<file path="config.mk">
export PLATFORM = sky130hd
export DESIGN_NAME = bch_31_pipe
export DESIGN_NICKNAME = d
export VERILOG_FILES = /design/src/rtl/bch_31_pkg.sv /design/src/rtl/bch_31_chien.sv /design/src/rtl/bch_31_pipe.sv
export SDC_FILE = /design/constraint.sdc
export NUM_CORES = 1
export LEC_CHECK = 0
export CORE_UTILIZATION = 45
export CTS_BUF_LIST = sky130_fd_sc_hd__clkbuf_2 sky130_fd_sc_hd__clkbuf_4 sky130_fd_sc_hd__clkbuf_8
export CTS_CLUSTER_SIZE = 20
export DETAILED_ROUTE_END_ITERATION = 8
export PLACE_DENSITY = 0.67
export SYNTH_ARGS = -nofsm -noshare
export SYNTH_HDL_FRONTEND = slang
export SYNTH_SLANG_ARGS = --single-unit
</file>
<file path="constraint.sdc">
create_clock -name clk -period 7.5 [get_ports clk]
set_clock_uncertainty 0.15 [all_clocks]
set_input_delay 0.75 -clock clk [delete_from_list [all_inputs] [get_ports clk]]
set_output_delay 0.75 -clock clk [all_outputs]
set_load 0.01 [all_outputs]
</file>
<file path="src/rtl/bch_31_pkg.sv">
// -----------------------------------------------------------------------------
// bch_31_pkg
// Shared definitions for the BCH(31,21) t=2 encoder and pipelined decoder.
//   N, K, M        : code length, message length, field degree
//   GEN_POLY       : g(x) = m1(x)*m3(x) = x^10+x^9+x^8+x^6+x^5+x^3+1
//   PRIM_POLY      : p(x) = x^5+x^2+1, defines GF(32), alpha = 5'b00010
//   ALPHA_POW      : antilog table, ALPHA_POW[i] = alpha^i, i = 0..30
//   ALPHA_LOG      : log table, ALPHA_LOG[alpha^i] = i (entry 0 unused)
//   gf_mul/gf_pow/gf_inv/alpha_pow : GF(32) arithmetic helpers
//   err_class_t    : decoder verdict carried down the pipeline
// -----------------------------------------------------------------------------
package bch_31_pkg;

   localparam int N = 31;
   localparam int K = 21;
   localparam int M = 5;

   localparam logic [10:0] GEN_POLY  = 11'b111_0110_1001;
   localparam logic [5:0]  PRIM_POLY = 6'b10_0101;

   typedef logic [M-1:0] gf_t;

   typedef enum logic [1:0] {
      CLS_NONE   = 2'd0,
      CLS_SINGLE = 2'd1,
      CLS_DOUBLE = 2'd2,
      CLS_UNCORR = 2'd3
   } err_class_t;

   localparam gf_t ALPHA_POW [0:30] = '{
      5'd1,  5'd2,  5'd4,  5'd8,  5'd16, 5'd5,  5'd10, 5'd20,
      5'd13, 5'd26, 5'd17, 5'd7,  5'd14, 5'd28, 5'd29, 5'd31,
      5'd27, 5'd19, 5'd3,  5'd6,  5'd12, 5'd24, 5'd21, 5'd15,
      5'd30, 5'd25, 5'd23, 5'd11, 5'd22, 5'd9,  5'd18
   };

   localparam logic [4:0] ALPHA_LOG [0:31] = '{
      5'd0,  5'd0,  5'd1,  5'd18, 5'd2,  5'd5,  5'd19, 5'd11,
      5'd3,  5'd29, 5'd6,  5'd27, 5'd20, 5'd8,  5'd12, 5'd23,
      5'd4,  5'd10, 5'd30, 5'd17, 5'd7,  5'd22, 5'd28, 5'd26,
      5'd21, 5'd25, 5'd9,  5'd16, 5'd13, 5'd14, 5'd24, 5'd15
   };

   // alpha^e for any non-negative exponent; the order of alpha is 31.
   function automatic gf_t alpha_pow(input int e);
      return ALPHA_POW[5'(e % 31)];
   endfunction

   // Carry-less product followed by reduction modulo p(x).
   function automatic gf_t gf_mul(input gf_t a, input gf_t b);
      logic [9:0] p;
      p = '0;
      for (int i = 0; i < M; i++) begin
         if (b[i]) p = p ^ ({5'b0, a} << i);
      end
      for (int i = 8; i >= M; i--) begin
         if (p[i]) p = p ^ ({4'b0, PRIM_POLY} << (i - M));
      end
      return p[4:0];
   endfunction

   // Square-and-multiply over a 5-bit exponent.
   function automatic gf_t gf_pow(input gf_t a, input logic [4:0] e);
      gf_t r;
      r = 5'd1;
      for (int i = 4; i >= 0; i--) begin
         r = gf_mul(r, r);
         if (e[i]) r = gf_mul(r, a);
      end
      return r;
   endfunction

   // Inverse via log tables: alpha^-l = alpha^(31-l). Zero maps to zero.
   function automatic gf_t gf_inv(input gf_t a);
      logic [4:0] l;
      l = ALPHA_LOG[a];
      if (a == '0)      return '0;
      else if (l == '0) return 5'd1;
      else              return ALPHA_POW[5'd31 - l];
   endfunction

endpackage

</file>
<file path="src/rtl/bch_31_chien.sv">
// -----------------------------------------------------------------------------
// bch_31_chien
// Combinational parallel Chien search and correction for all 31 positions.
//   sigma1, sigma2 in  : locator coefficients, sigma(x)=1+sigma1*x+sigma2*x^2
//   cls_in         in  : class decided from the syndromes
//   rx      [30:0] in  : received word
//   corrected [30:0] out : rx with located bits flipped, or rx unchanged
//   uncorrectable    out : final verdict, includes root-count disagreement
// -----------------------------------------------------------------------------
module bch_31_chien
   import bch_31_pkg::*;
(
   input  gf_t          sigma1,
   input  gf_t          sigma2,
   input  err_class_t   cls_in,
   input  logic [N-1:0] rx,
   output logic [N-1:0] corrected,
   output logic         uncorrectable
);

   logic [N-1:0] roots;
   logic [5:0]   root_cnt;
   logic         fix_ok;

   always_comb begin
      roots = '0;
      // sigma(alpha^-i) = 0  <=>  sigma1*alpha^-i + sigma2*alpha^-2i = 1
      for (int i = 0; i < N; i++) begin
         roots[i] = (gf_mul(sigma1, alpha_pow(31 - i)) ^
                     gf_mul(sigma2, alpha_pow(62 - 2*i))) == 5'd1;
      end
      root_cnt = 6'($countones(roots));
      // Only trust the roots when their count matches the locator degree.
      fix_ok = ((cls_in == CLS_SINGLE) && (root_cnt == 6'd1)) ||
               ((cls_in == CLS_DOUBLE) && (root_cnt == 6'd2));
      corrected     = fix_ok ? (rx ^ roots) : rx;
      uncorrectable = (cls_in != CLS_NONE) && !fix_ok;
   end

endmodule

</file>
<file path="src/rtl/bch_31_pipe.sv">
// -----------------------------------------------------------------------------
// bch_31_pipe
// Three-stage BCH(31,21) t=2 decoder: syndromes, locator/class, Chien search.
//   clk                         : single clock, rising edge
//   rst                         : asynchronous, active-low reset
//   codeword             [30:0] : received word, bit i = coefficient of x^i
//   corrected_codeword_o [30:0] : registered corrected word
//   error_detected              : nonzero syndrome, aligned with the word
//   uncorrectable_o             : only with BCH_31_UNCORRECTABLE_EN defined;
//                                 high when the word could not be corrected
// Flow control: none. A word is taken every clock and its result leaves
// exactly three rising edges later; there is no valid/ready handshake.
// -----------------------------------------------------------------------------
module bch_31_pipe
   import bch_31_pkg::*;
(
   input  logic         clk,
   input  logic         rst,
   input  logic [N-1:0] codeword,
   output logic [N-1:0] corrected_codeword_o,
   output logic         error_detected
`ifdef BCH_31_UNCORRECTABLE_EN
   ,
   output logic         uncorrectable_o
`endif
);

   // ---------------- stage 1: syndromes ----------------
   gf_t          s1_c, s3_c;
   gf_t          s1_q, s3_q;
   logic [N-1:0] rx1_q;

   always_comb begin
      s1_c = '0;
      s3_c = '0;
      for (int i = 0; i < N; i++) begin
         if (codeword[i]) begin
            s1_c = s1_c ^ alpha_pow(i);
            s3_c = s3_c ^ alpha_pow(3*i);
         end
      end
   end

   always_ff @(posedge clk or negedge rst) begin
      if (!rst) begin
         s1_q  <= '0;
         s3_q  <= '0;
         rx1_q <= '0;
      end else begin
         s1_q  <= s1_c;
         s3_q  <= s3_c;
         rx1_q <= codeword;
      end
   end

   // ---------------- stage 2: locator and class ----------------
   gf_t          s1_cube;
   gf_t          sig1_c, sig2_c;
   err_class_t   cls_c;
   gf_t          sig1_q, sig2_q;
   err_class_t   cls_q;
   logic [N-1:0] rx2_q;

   always_comb begin
      s1_cube = gf_pow(s1_q, 5'd3);
      sig1_c  = '0;
      sig2_c  = '0;
      cls_c   = CLS_NONE;
      if (s1_q == '0) begin
         cls_c = (s3_q == '0) ? CLS_NONE : CLS_UNCORR;
      end else if (s3_q == s1_cube) begin
         cls_c  = CLS_SINGLE;
         sig1_c = s1_q;
      end else begin
         cls_c  = CLS_DOUBLE;
         sig1_c = s1_q;
         sig2_c = gf_mul(s3_q ^ s1_cube, gf_inv(s1_q));
      end
   end

   always_ff @(posedge clk or negedge rst) begin
      if (!rst) begin
         sig1_q <= '0;
         sig2_q <= '0;
         cls_q  <= CLS_NONE;
         rx2_q  <= '0;
      end else begin
         sig1_q <= sig1_c;
         sig2_q <= sig2_c;
         cls_q  <= cls_c;
         rx2_q  <= rx1_q;
      end
   end

   // ---------------- stage 3: Chien search and output ----------------
   logic [N-1:0] corr_c;
   logic         unc_c;
   logic         err_c;

   bch_31_chien u_chien (
      .sigma1        (sig1_q),
      .sigma2        (sig2_q),
      .cls_in        (cls_q),
      .rx            (rx2_q),
      .corrected     (corr_c),
      .uncorrectable (unc_c)
   );

   // An uncorrectable verdict is only ever reached from a nonzero syndrome,
   // so folding it in leaves the flag equal to "syndromes nonzero".
   assign err_c = (cls_q != CLS_NONE) || unc_c;

   always_ff @(posedge clk or negedge rst) begin
      if (!rst) begin
         corrected_codeword_o <= '0;
         error_detected       <= 1'b0;
      end else begin
         corrected_codeword_o <= corr_c;
         error_detected       <= err_c;
      end
   end

`ifdef BCH_31_UNCORRECTABLE_EN
   always_ff @(posedge clk or negedge rst) begin
      if (!rst) uncorrectable_o <= 1'b0;
      else      uncorrectable_o <= unc_c;
   end
`endif

endmodule

</file>
Yosys cells after proc, flatten, opt, wreduce, memory -nomap -nowiden
Memory sizes are Yosys's and may differ from the RTL's.
Cells that the tools add are included.
Widths: inputs -> output; s select.
- register bits: 116
- bits in read-only memories: 320
- input bits: 33
- output and inout port bits: 32
- word-level logic and storage cells: 517
- memories kept: 2
- memories (name ; words ; width ; read ports ; clocked after memory_dff ; write ports ; line ; RTL):
    (name not given) ; 32 ; 5 ; 1 ; 0 ; 0 ; bch_31_pkg.sv:79 ; else return ALPHA_POW[5'd31 - l];
    (name not given) ; 32 ; 5 ; 1 ; 0 ; 0 ; bch_31_pkg.sv:76 ; l = ALPHA_LOG[a];
- $add $sub $neg: 24
- magnitude comparators: 2
- equality and inequality tests: 29
- mux-type cells: 235
- bitwise operators: 206
- reductions and logical operators: 10
- operators by type and width (operator ; number):
    $mux 5 ; 88
    $not 2->2 ; 125
    $mux 6 ; 32
    $mux 9 ; 20
    $mux 4 ; 41
    $mux 3 ; 41
    $eq 5x1->1 const B ; 24
    $xor 8x9->9 ; 8
    $xor 7x8->8 ; 8
    $add 6x6->6 ; 10
    $xor 5x5->5 ; 9
    $xor 6x7->7 ; 5
    $mux 31 ; 1
    $xor 31x31->31 ; 1
    $not 3->3 ; 10
    $xor 9x8->9 ; 3
    $xor 9x9->9 ; 3
    $xor 5x6->6 ; 4
    $add 1x1->2 ; 11
    $xor 5x9->9 ; 2
    $xor 7x9->9 ; 2
    $xor 9x7->9 ; 2
    $mux 8 ; 2
    $xor 6x8->8 ; 2
    25 further kinds ; 52

Depth between registers and ports, before layout
- depth in word-level cells: 85
- mapped depth: 27
- gate-level depth less buffers: 24

Cells and area by module
Synthesis repeated with hierarchy kept, for this count alone.
- cell total of the unflattened synthesis: 698
- area, all modules: 7608.5 um2
- by module, submodules not included (module ; times used ; cells each ; area an instance (um2) ; sequential area each (um2)):
    bch_31_pipe ; 1 ; 427 ; 5425.2 ; 2902.8
    bch_31_chien ; 1 ; 271 ; 2183.3 ; 0.0

Worst setup path before layout
No wires, ideal clock.
- path type: reg-to-reg
- from: register sig2_q[3]
- to: register corrected_codeword_o[29]
- setup time: 123 ps
- data arrival time: 7006 ps
- required time: 7227 ps
- slack: 221 ps
- stages on the path, launching flop included: 27
- buffers on the path: 3
- period minus slack after synthesis: 7279 ps
- path through: dfrtp_1 clkbuf_1 inv_1 ha_1 clkbuf_1 xnor2_1 xnor2_1 xnor2_1 or3_1 mux2_2 nor3_1 a31oi_1 nor2_1 ha_1 fa_1 inv_1 fa_1 fa_1 fa_1 fa_1 inv_1 fa_1 nor4b_1 o211a_1 clkbuf_1 nand2_1 xnor2_1
- longest elaborated chain between the ends: 19
- elaborated cells on any way between the ends: 139
- classes of those cells: add/sub (16); eq/ne (18); mux (51); bitwise (51); reduce/logical (3)
- ends and longest elaborated chain (item ; line ; RTL):
    start, declared ; bch_31_pipe.sv:60 ; gf_t sig1_q, sig2_q;
    start signal, assigned ; bch_31_pipe.sv:89 ; sig2_q <= sig2_c;
    $xor 5x6->6 / $xor 5x7->7 (equally long branches) ; bch_31_pkg.sv:54 ; if (b[i]) p = p ^ ({5'b0, a} << i);
    $xor 6x7->7 / $xor 7x8->8 (equally long branches) ; bch_31_pkg.sv:54 ;
    $xor 7x8->8 / $xor 8x9->9 (equally long branches) ; bch_31_pkg.sv:54 ;
    $xor 8x9->9 / $not 2->2 (equally long branches) ; - ;
    $not 2->2 (no line) / $mux 6 (equally long branches) ; - ;
    $mux 6 / $mux 5 (equally long branches) ; bch_31_pkg.sv:57 ; if (p[i]) p = p ^ ({4'b0, PRIM_POLY} << (i - M));
    $mux 5 / $not 2->2 (equally long branches) ; - ;
    $not 2->2 (no line) / $mux 4 (equally long branches) ; - ;
    [... 3 more ...] ; - ;
    $add 6x6->6 (implied by the code) (2 in series) ; bch_31_chien.sv:32 ; root_cnt = 6'($countones(roots));
    $add 1x6->6 (implied by the code) / $add 6x6->6 (equally long branches) ; bch_31_chien.sv:32 ;
    $add 6x6->6 (implied by the code) ; bch_31_chien.sv:32 ;
    $eq 6x1->1 / $eq 6x2->1 (equally long branches) ; bch_31_chien.sv:34, bch_31_chien.sv:35 ;
    $logic_and 1x1->1 (on tied branches) ; bch_31_chien.sv:34, bch_31_chien.sv:35 ;
    $logic_or 1x1->1 ; bch_31_chien.sv:34 ; fix_ok = ((cls_in == CLS_SINGLE) && (root_cnt == 6'd1)) ||
    $mux 31 (*) ; bch_31_chien.sv:36 ; corrected = fix_ok ? (rx ^ roots) : rx;
    named net corr_c[29] ; bch_31_pipe.sv:96 ; logic [N-1:0] corr_c;
    end signal, assigned ; bch_31_pipe.sv:118 ; corrected_codeword_o <= corr_c;
    end, declared ; bch_31_pipe.sv:20 ; output logic [N-1:0] corrected_codeword_o,
The timed path passes the listed nets; every way through them passes the cells marked *.

Worst setup path in the final report
- from: register sig2_q[3]
- to: register corrected_codeword_o[8]
The elaborated chain is that of the path after synthesis.

==> impl_metrics.yaml <==
run_status:
  status: "complete, no violations"
floorplanning:
  start_util: 0.467
  die-area_mm2: 0.0172
  core_mm2: 0.0161
  chipWidth_um: 131
  fp-row-count: 46
  dieHeight_um: 131
  ios: 65
yosys:
  synth_top_area_cell: "dfrtp_1"
  synth_area_per_cell_um2: 10.5
  synth_edf_count: 0
  synth_nets: 800
  synthArstFlopShare: 1.00
  yosys_warnings: 0
  synthTopCellsByArea: "dfrtp_1 (39%), xnor2_1 (11%), xor2_1 (5.6%)"
  yosysSeqAreaShare: 0.387
  netlist_area_mm2: 0.00751
  synth.top_cell.area_share: 0.387
  ys_ff_latch: 116
  ys.flop_type: "dfrtp_1"
  synthCells: 718
  ys_types: 89
flow_run:
  max_cap_viol_count: 0
worst_setup_path:
  worstPathMaxFanout: 20
  r2r_start: "sig2_q[3]"
  worstSetupPathType: "flop to flop"
  worst-endpoint-arrival_ps: 7260
  critPathCaptureType: "flop"
  worstPathRequired_ps: 7710
  critPathLaunch: "sig2_q[3]"
  startpoint_type: "flop"
routing:
  wl_per_cell_um: 16.1
  drt-initial-drc-count: 267
  wl_um: 16200
  ant_nets: 0
  drc: 0
  first_pass_iters: 5
  viasPerCell: 5.22
  vias: 5238
cells_and_area:
  drive_gt1_frac: 0.103
  final_cells: 1003
  layout_commonest_cell: "dfrtp_1"
  layout.nets: 856
  fill_cells: 1365
  postLayoutCellArea_mm2: 0.00869
  layout.cells.most_common_list: "dfrtp_1 (116), xnor2_1 (97), clkdlybuf4s50_1 (63)"
  antenna_cells: 0
  area_growth_pct: 15.8
clocking:
  clkLatencyLatePin_ps: 440
  cts_resized: 0
  cts_max_level: 4
  cts.clk_slew.worst_paths_ps: 80
  cts_sinks: 116
  numCtsBuffers: 17
  cts_tree: "built"
  post_cts_buffers: 0
  ctsRootBufferMaster: "clkbuf_8"
  cts_hold_buf: 0
  clk_path_buf_depth: 2
min_path:
  hp-class: "input port to async pin"
placed_design:
  io_buffers: 64
  dp_worst_setup_slack_ps: 458
  hpwlAfterDp_um: 12400
  routabilityCongestion: 0.853
  dpl_cell_area_mm2: 0.00829
  dp_cells: 971
sta:
  worst_pin_slew_ps: 1050
  rsz0062_at_grt: "false"
  finalWorstSetupSlack_ps: 454
  tns_ps: 0
  period_needed_ps: 7050
  maxSlewViolCount: 0
  fmax_ghz: 0.142
  finalHoldViolCount: 0
  setup_violations: 0
  finalCritPeriodShare: 0.939
  max_slew_margin: 0.297
global_route:
  grt_max_degree: 91
  grt_overflow_total: 0
  grt_pass1_vias: 5331
  grt_usage: 0.199
  grt_antenna_before_repair: 0
  grt_first_pass_wirelength_um: 27100
-- critical path, stage by stage (launching register included) --
cell and delay [ps]:
dfrtp_1 380, buf_4 190, xnor2_1 290, xor2_1 270, xnor2_1 120, or3_1 380, mux2_2 280, nor3_1 140
a31oi_1 60, nor2_1 150, ha_1 270, fa_1 540, inv_1 60, fa_1 560, fa_1 450, fa_1 510
fa_1 420, inv_1 100, fa_1 430, nor4b_1 410, o211a_1 240, buf_4 230, and2_1 180, xor2_1 140
-- path summary, 6_finish.rpt --
path,to,depth (start not counted),slack [ps]
worst min-delay path,corrected_codeword_o[28],1,70
worst max-delay path,corrected_codeword_o[8],23,450
worst min register to register,rx2_q[24],0,190
max in group asynchronous,sig2_q[4],2,5770
min in group clk,rx2_q[24],0,190
worst max register to register,corrected_codeword_o[8],23,450
-- Yosys cell counts (4+ instances only) --
master and number:
nand4_1 6, xnor2_1 97, nor3_1 24, o211a_1 5, buf_2 5, nand2b_1 10, ha_1 31, clkbuf_1 20
nand3b_1 5, nand2_1 42, or3_1 6, fa_1 18, a21oi_1 23, o21ai_0 16, nor2_1 39, nor4_1 6
and2_1 11, nor2b_1 9, buf_4 4, inv_1 44, buf_6 6, nor4b_1 4, xor2_1 48, nand3_1 14
o211ai_1 5, dfrtp_1 116
-- through the flow --
stage / utilization / hold slack [ps]
6_report: 0.541 / 65.1
4_1_cts: 0.541 / 40.7
5_1_grt: 0.541 / 65.0
3_5_place_dp: 0.516 / 185
3_3_place_gp: 0.516 / 181
2_1_floorplan: - / 181
-- metal layers --
metal | up-vias | GRT usage | wire (um)
met5 | - | 0 | 0
met3 | 27 | 0.0359 | 527
li1 | 2544 | - | -
met4 | 0 | 0.0765 | 327
met1 | 2546 | 0.252 | 7040
met2 | 121 | 0.338 | 8300
-- kinds of logic after synthesis --
group                      synth area share
AOI/OAI and AO/OA                     0.120
xor gates and xnor gates              0.186
muxes                                0.0145
DFF                                   0.387
adders and majority gates            0.0997
buffers and inverters                0.0513
and+or+nand+nor                       0.142
-- cell type report --
cell class	count	area (um2)	area share
flip-flops and latches	116	2900	0.334
clock inverters	13	149	0.0171
clock buffers	19	255	0.0294
inverters	47	176	0.0203
repair buffers	75	721	0.0829
multi-input cells	517	4220	0.485
well taps	216	270	0.0311
-- sequential cells by signal, indices dropped and copies added, names as in the netlist --
name / cells
cls_q: 2
rx2_q: 31
rx1_q: 31
sig1_q: 5
s3_q: 5
corrected_codeword_o: 31
error_detected: 1
sig2_q: 5
s1_q: 5
Power is left out: the tool's default activity adds up to more than one toggle a clock period on the data nets, which glitch-free logic cannot reach.
